### config.mk
export PLATFORM = sky130hd
export DESIGN_NAME = dot_controller
export DESIGN_NICKNAME = d
export VERILOG_FILES = /design/src/rtl/dot_controller.sv
export SDC_FILE = /design/constraint.sdc
export NUM_CORES = 2
export LEC_CHECK = 0
export CORE_ASPECT_RATIO = 0.7
export CORE_MARGIN = 2
export CORE_UTILIZATION = 50
export CTS_BUF_LIST = sky130_fd_sc_hd__clkbuf_16
export CTS_CLUSTER_DIAMETER = 30
export DETAILED_ROUTE_END_ITERATION = 6
export PLACE_DENSITY = 0.66
export SYNTH_ARGS = -nofsm -noshare
export SYNTH_HDL_FRONTEND = slang
export SYNTH_SLANG_ARGS = --single-unit
### constraint.sdc
create_clock -name Clk -period 37.1 [get_ports Clk]
set_clock_uncertainty 0.1 [all_clocks]
set_input_delay 7.42 -clock Clk [delete_from_list [all_inputs] [get_ports Clk]]
set_output_delay 7.42 -clock Clk [all_outputs]
set_load 0.02 [all_outputs]
### src/rtl/dot_controller.sv
// Maze dot/pellet map owner: reloads the map, serves eat requests, keeps score and dots left,
// and answers the renderer's per-pixel lookup. Optional frightened timer: FRIGHT_TIMER_EN.
`timescale 1ns/1ps
module dot_controller #(
  parameter int unsigned ROWS          = 31,
  parameter int unsigned COLS          = 28,
  parameter int unsigned DOT_PTS       = 10,
  parameter int unsigned PELLET_PTS    = 50,
  parameter int unsigned FRIGHT_FRAMES = 360
) (
  input  logic        Clk,
  input  logic        Reset_n,
  input  logic        frame_tick,
  input  logic        level_restart,
  input  logic        eat_req,
  input  logic [4:0]  pac_row,
  input  logic [4:0]  pac_col,
  output logic        eat_ack,
  output logic        dot_eaten,
  output logic        pellet_eaten,
  output logic        busy,
  input  logic [9:0]  DrawX,
  input  logic [9:0]  DrawY,
  output logic        is_point,
  output logic        is_pellet,
  output logic [15:0] score,
  output logic [8:0]  dots_left,
  output logic        level_clear,
  output logic        fright_active
);

  localparam int unsigned RW = 5;
  localparam int unsigned DW = 9;
  localparam int unsigned SW = 16;
  localparam int unsigned FW = $clog2(FRIGHT_FRAMES + 1);
  localparam int unsigned TILE = 12;
  localparam int unsigned ORG  = 72;

  typedef enum logic [1:0] {RELOAD, IDLE, CHECK, CLEAR} state_t;

  // Constant maze image: bit c of a row is column c.
  function automatic logic [COLS-1:0] maze_point(input logic [RW-1:0] r);
    case (r)
      5'd0, 5'd30:       maze_point = '0;
      5'd1, 5'd5, 5'd29: maze_point = COLS'(28'h7FF_FFFE);
      5'd3:              maze_point = COLS'(28'h020_0040);
      5'd23:             maze_point = COLS'(28'h420_0040);
      default:           maze_point = COLS'(28'h420_0042);
    endcase
  endfunction

  function automatic logic [COLS-1:0] maze_pellet(input logic [RW-1:0] r);
    case (r)
      5'd3, 5'd23: maze_pellet = COLS'(28'h400_0002);
      default:     maze_pellet = '0;
    endcase
  endfunction

  function automatic logic [DW-1:0] popcnt(input logic [COLS-1:0] v);
    popcnt = '0;
    for (int i = 0; i < int'(COLS); i++) popcnt = popcnt + DW'(v[i]);
  endfunction

  state_t          state_q;
  logic [RW-1:0]   row_idx_q, tr_q, tc_q;
  logic [COLS-1:0] point_q  [ROWS];
  logic [COLS-1:0] pellet_q [ROWS];
  logic [SW-1:0]   score_q;
  logic [DW-1:0]   dots_q;
  logic            ack_q, dot_q, pel_q, busy_q, clear_q, pend_q;
  logic            is_point_q, is_pellet_q;

  logic [DW-1:0]   row_cnt_c;
  logic            in_range_c, tile_pt_c, tile_pel_c;
  logic [SW:0]     score_sum_c;

  always_comb begin
    row_cnt_c   = popcnt(maze_point(row_idx_q) | maze_pellet(row_idx_q));
    in_range_c  = (tr_q < RW'(ROWS)) && (tc_q < RW'(COLS));
    tile_pt_c   = in_range_c && point_q[tr_q][tc_q];
    tile_pel_c  = in_range_c && pellet_q[tr_q][tc_q];
    score_sum_c = {1'b0, score_q} + (SW+1)'(tile_pel_c ? PELLET_PTS : DOT_PTS);
  end

  // Main sequencer; busy/level_clear are registered from the state being entered.
  always_ff @(posedge Clk) begin
    if (!Reset_n) begin
      state_q   <= RELOAD;
      row_idx_q <= '0;
      tr_q      <= '0;
      tc_q      <= '0;
      score_q   <= '0;
      dots_q    <= '0;
      ack_q     <= 1'b0;
      dot_q     <= 1'b0;
      pel_q     <= 1'b0;
      busy_q    <= 1'b1;
      clear_q   <= 1'b0;
      pend_q    <= 1'b0;
    end else begin
      ack_q   <= 1'b0;
      dot_q   <= 1'b0;
      pel_q   <= 1'b0;
      clear_q <= 1'b0;
      case (state_q)
        RELOAD: begin
          point_q[row_idx_q]  <= maze_point(row_idx_q);
          pellet_q[row_idx_q] <= maze_pellet(row_idx_q);
          dots_q              <= dots_q + row_cnt_c;
          if (row_idx_q == RW'(ROWS - 1)) begin
            state_q <= IDLE;
            busy_q  <= 1'b0;
            clear_q <= ((dots_q + row_cnt_c) == '0);
          end else begin
            row_idx_q <= row_idx_q + 1'b1;
          end
        end
        IDLE: begin
          if (level_restart || pend_q) begin
            state_q   <= RELOAD;
            row_idx_q <= '0;
            dots_q    <= '0;
            pend_q    <= 1'b0;
            busy_q    <= 1'b1;
          end else if (eat_req) begin
            state_q <= CHECK;
            tr_q    <= pac_row;
            tc_q    <= pac_col;
            busy_q  <= 1'b1;
          end else begin
            clear_q <= (dots_q == '0);
          end
        end
        CHECK: begin
          if (level_restart) pend_q <= 1'b1;
          if (tile_pel_c || tile_pt_c) begin
            state_q <= CLEAR;
          end else begin
            state_q <= IDLE;
            ack_q   <= 1'b1;
            busy_q  <= 1'b0;
            clear_q <= (dots_q == '0);
          end
        end
        CLEAR: begin
          if (level_restart) pend_q <= 1'b1;
          point_q[tr_q][tc_q]  <= 1'b0;
          pellet_q[tr_q][tc_q] <= 1'b0;
          dots_q   <= dots_q - 1'b1;
          score_q  <= score_sum_c[SW] ? '1 : score_sum_c[SW-1:0];
          ack_q    <= 1'b1;
          pel_q    <= tile_pel_c;
          dot_q    <= !tile_pel_c;
          state_q  <= IDLE;
          busy_q   <= 1'b0;
          clear_q  <= (dots_q == DW'(1));
        end
        default: state_q <= RELOAD;
      endcase
    end
  end

  logic [9:0]    x_off_c, y_off_c;
  logic [RW-1:0] rd_row_c, rd_col_c;
  logic          rd_ok_c, is_point_d, is_pellet_d;

  // Pixel-to-tile lookup; rows not yet rewritten during a reload are masked off.
  always_comb begin
    x_off_c  = DrawX - 10'(ORG);
    y_off_c  = DrawY - 10'(ORG);
    rd_row_c = RW'(y_off_c / 10'(TILE));
    rd_col_c = RW'(x_off_c / 10'(TILE));
    rd_ok_c  = (DrawX >= 10'(ORG)) && (DrawX < 10'(ORG + COLS * TILE)) &&
               (DrawY >= 10'(ORG)) && (DrawY < 10'(ORG + ROWS * TILE)) &&
               ((state_q != RELOAD) || (rd_row_c < row_idx_q));
    is_point_d  = rd_ok_c && point_q[rd_row_c][rd_col_c];
    is_pellet_d = rd_ok_c && pellet_q[rd_row_c][rd_col_c];
  end

  always_ff @(posedge Clk) begin
    if (!Reset_n) begin
      is_point_q  <= 1'b0;
      is_pellet_q <= 1'b0;
    end else begin
      is_point_q  <= is_point_d;
      is_pellet_q <= is_pellet_d;
    end
  end

`ifdef FRIGHT_TIMER_EN
  logic [FW-1:0] fright_cnt_q;
  logic          fright_q;
  logic          fright_load_c, fright_clr_c;

  assign fright_load_c = (state_q == CLEAR) && tile_pel_c;
  assign fright_clr_c  = (state_q == IDLE) && (level_restart || pend_q);

  // Frightened countdown in frames; a fresh pellet restarts the full period.
  always_ff @(posedge Clk) begin
    if (!Reset_n || fright_clr_c) begin
      fright_cnt_q <= '0;
      fright_q     <= 1'b0;
    end else if (fright_load_c) begin
      fright_cnt_q <= FW'(FRIGHT_FRAMES);
      fright_q     <= 1'b1;
    end else if (frame_tick && (fright_cnt_q != '0)) begin
      fright_cnt_q <= fright_cnt_q - 1'b1;
      fright_q     <= (fright_cnt_q != FW'(1));
    end
  end

  assign fright_active = fright_q;
`else
  logic [FW-1:0] unused_fright_c;
  assign unused_fright_c = FW'(FRIGHT_FRAMES) ^ {FW{frame_tick}};
  assign fright_active   = 1'b0;
`endif

  assign eat_ack      = ack_q;
  assign dot_eaten    = dot_q;
  assign pellet_eaten = pel_q;
  assign busy         = busy_q;
  assign is_point     = is_point_q;
  assign is_pellet    = is_pellet_q;
  assign score        = score_q;
  assign dots_left    = dots_q;
  assign level_clear  = clear_q;

endmodule
==> results.py <==
metrics = {
    "outcome": {
        "status": "complete, but fails checks",
        "violations": "design-rule violations, max-capacitance violations, max-slew violations",
    },
    "synthesis": {
        "netlist_area_mm2": 0.05203,
        "yosysSeqAreaShare": 0.5221,
        "synth_xor_area_frac": 0.006253,
        "synth.mux.area_fraction": 0.1462,
        "synth_compound_area_frac": 0.1165,
        "synth_edf_count": 868,
        "synthCells": 4731,
        "synth_top_family_by_area": "simple AND/OR/NAND/NOR gates",
        "yosys_register_bits": 923,
        "ys.flop_type": "edfxtp_1",
        "yosysWarningCount": 0,
        "synth_fp_nets": 4798,
        "yosys.area_share.simple": 0.1576,
        "ys_types": 104,
        "avgSynthCellArea_um2": 11.00,
        "synthAdderAreaFrac": 0.008128,
        "async_flop_share": 0,
    },
    "worst_hold_path": {
        "hp-class": "register to register",
    },
    "cts": {
        "cts.path.max_buffers": 3,
        "cts_made_buffers": 152,
        "cts_tree": "done",
        "clkLatencyLatePin_ns": 0.79,
        "htreeDepth": 4,
        "post_cts_buffers": 0,
        "cts_resized": 0,
        "clock_sinks": 923,
        "root_buffer": "clkbuf_16",
        "ctsHoldBuffers": 0,
        "clkTransAtPathRegs_ns": 0.05,
    },
    "floorplan": {
        "die_h_um": 273.9,
        "rows": 98,
        "dieArea_mm2": 0.1067,
        "chipWidth_um": 389.6,
        "start_util": 0.5069,
        "coreArea_mm2": 0.1026,
        "io-pin-count": 68,
    },
    "flow_run": {
        "max_cap_violations": 2,
    },
    "finish": {
        "layout.nets": 4707,
        "fin_cells": 6122,
        "drive_above_1_share": 0.1622,
        "area_growth_pct": 13.26,
        "fin_area_mm2": 0.05893,
    },
    "placement": {
        "hpwlAfterDp_um": 110800,
        "post_dp_cell_area_mm2": 0.05373,
        "gp_congestion": 0.9301,
        "dpl_worst_slack_ns": 21.05,
        "io_buffers": 63,
        "dpl.cell_count": 5835,
    },
    "setup_path": {
        "required_ns": 37.64,
        "crit_path_end_kind": "register",
        "reg2reg_depth": 13,
        "reg2reg_slack_ns": 30.67,
        "cp-startpoint": "DrawY[4]",
        "crit_path_end": "is_point$_SDFF_PN0_",
        "startpoint_type": "input pin",
        "slowest_delay_ns": 1.28,
        "setup.worst_path.class": "input pin to register",
        "r2r-end": "level_clear$_SDFF_PN0_",
        "critPathSlowestCell": "a2111oi_0",
        "worstPathArrival_ns": 16.42,
        "cp_cell_sequence": "clkdlybuf4s50_1 -> inv_1 -> ha_1 -> nor2b_2 -> o21ai_0 -> a2111oi_0 -> o21ai_0 -> nand2_1 -> o21ai_2 -> o221ai_4 -> buf_4 -> buf_12 -> buf_4 -> nand2_1 -> a311oi_1 -> o22ai_1 -> a2111oi_0 -> or4b_1 -> o311ai_1 -> nor4_2",
        "crit_fanout": 123,
    },
    "timing": {
        "worst_slew_pin_slew_ns": 1.543,
        "hold_violations": 0,
        "finalMaxSlewViolations": 9,
        "finalCriticalPeriod_ns": 15.88,
        "grt_setup_unrepaired": "false",
        "fin_ws_ns": 21.22,
        "relSlewSlack": -0.03264,
        "setup_viol": 0,
        "tns_ns": 0,
        "period_share": 0.4280,
        "clock.fmax_mhz": 62.98,
    },
    "route": {
        "vias": 43160,
        "wl_per_cell_um": 31.17,
        "drtAntennaViolNets": 0,
        "dr.pass1.iters": 7,
        "drc": 12,
        "drt_iter0_markers": 8206,
        "wl_um": 190800,
        "viasPerCell": 7.051,
    },
    "global_route": {
        "antenna_found_initial": 7,
        "grt_pass1_vias": 40040,
        "grtUsageTotal": 0.3519,
        "grt_pass1_wl_um": 273800,
        "grt_max_degree": 263,
        "gr-total-overflow": 0,
    },
    "power_and_ir_drop": {
        "peakVddDrop_uv": 59.14,
        "power_leakage_nw": 19.80,
        "p_total_mw": 3.543,
        "power_density_mw_per_mm2": 60.12,
    },
}
==> routing by layer <==
metal	GRT usage	wire, um
met4	0.1689	9702
met3	0.1547	33370
met2	0.4860	77750
met5	0.01552	309
met1	0.4719	69720
==> stage by stage <==
step / hold slack [ns] / util
2_1_floorplan: 0.3410 / -
3_3_place_gp: 0.3340 / 0.5236
3_5_place_dp: 0.3437 / 0.5236
4_1_cts: 0.3516 / 0.5740
5_1_grt: 0.3682 / 0.5741
6_report: 0.3432 / 0.5742
==> layout make-up <==
class,count,area (um^2)
Tap cell,1350,1689
Antenna cell,5,12.51
Clock buffer,153,3829
Clock inverter,128,1346
Timing Repair Buffer,203,1729
Sequential cell,923,27180
Inverter,48,183.9
Multi-Input combinational cell,3312,22960
Fill cell,8410,43700
==> registers in the layout, summed over array words and instances (netlist names), named ones only <==
register      count
busy              1
pellet_q         62
pend_q            1
score            16
dots_left         9
row_idx_q         5
point_q         806
is_pellet         1
pellet_eaten      1
eat_ack           1
tc_q              5
state_q           2
is_point          1
dot_eaten         1
tr_q              5
level_clear       1
==> power breakdown <==
part           switching [mW]  leakage (nW)  internal (mW)
Combinational           0.610          8.86          0.223
Sequential             0.0177          8.37           1.25
Clock                   0.540          2.56          0.898
==> cells by family (layout without fill, tap and decap cells) <==
kind of cell    Yosys count  count (layout)
compound gates          874             874
xor+xnor                 34              34
fa+ha+maj                32              32
buf+inv                 496             532
flops                   923             923
mux                     426             426
other cells               1               6
simple gates           1945            1945
==> worst max-delay path: cells and delay by family <==
kind / cells / cell delay [ns]
AO/OA/AOI/OAI: 9 / 3.39
buffers and inverters: 5 / 2.76
AND/OR/NAND/NOR: 5 / 1.90
adder cells (fa/ha/maj): 1 / 0.64
==> cell usage in the layout, fill, tap and decap left out, drive strengths merged, types with 12 or more instances in the layout <==
cell type,Yosys,final
a2111oi,27,27
a211oi,27,27
a21oi,170,170
a221o,31,31
a221oi,56,56
a22oi,26,26
a311oi,34,34
a31oi,71,71
a32oi,22,22
and2,16,16
and3,37,37
buf,168,141
bufinv,0,20
clkbuf,280,153
clkdlybuf4s50,0,62
clkinv,0,59
clkinvlp,0,13
dfxtp,55,55
edfxtp,868,868
ha,29,29
inv,48,84
mux2,12,12
mux2i,148,148
mux4,266,266
nand2,559,559
nand3,194,194
nand4,25,25
nor2,950,950
nor2b,23,23
nor3,57,57
nor4,14,14
o2111ai,12,12
o211ai,33,33
o21ai,174,174
o221ai,19,19
o22ai,47,47
o31ai,14,14
or3,17,17
xnor2,22,22
==> worst min-delay path by stage <==
| stage | startpoint | endpoint | slack (ns) | cells past startpoint |
|---|---|---|---|---|
| after global placement | score[0]$_SDFFE_PN0P_ | score[0]$_SDFFE_PN0P_ | 0.33 | 2 |
| after detailed placement | score[0]$_SDFFE_PN0P_ | score[0]$_SDFFE_PN0P_ | 0.34 | 2 |
| final | score[0]$_SDFFE_PN0P_ | score[0]$_SDFFE_PN0P_ | 0.34 | 2 |
| after floorplan | pend_q$_SDFFE_PN0P_ | pend_q$_SDFFE_PN0P_ | 0.34 | 2 |
| after CTS | score[0]$_SDFFE_PN0P_ | score[0]$_SDFFE_PN0P_ | 0.35 | 2 |
| after global routing | score[0]$_SDFFE_PN0P_ | score[0]$_SDFFE_PN0P_ | 0.37 | 2 |
==> cells in the mapped netlist (all sizes together), types with 33 or more instances <==
library cell | number | share of area
a21oi | 170 | 0.016
a221oi | 56 | 0.0094
a311oi | 34 | 0.0057
a31oi | 71 | 0.0085
and3 | 37 | 0.0044
buf | 168 | 0.019
clkbuf | 280 | 0.020
dfxtp | 55 | 0.021
edfxtp | 868 | 0.50
inv | 48 | 0.0035
mux2i | 148 | 0.028
mux4 | 266 | 0.12
nand2 | 559 | 0.040
nand3 | 194 | 0.019
nor2 | 950 | 0.069
nor3 | 57 | 0.0059
o211ai | 33 | 0.0048
o21ai | 174 | 0.017
o22ai | 47 | 0.0058
No activity file was read; power rests on OpenSTA's default activity.
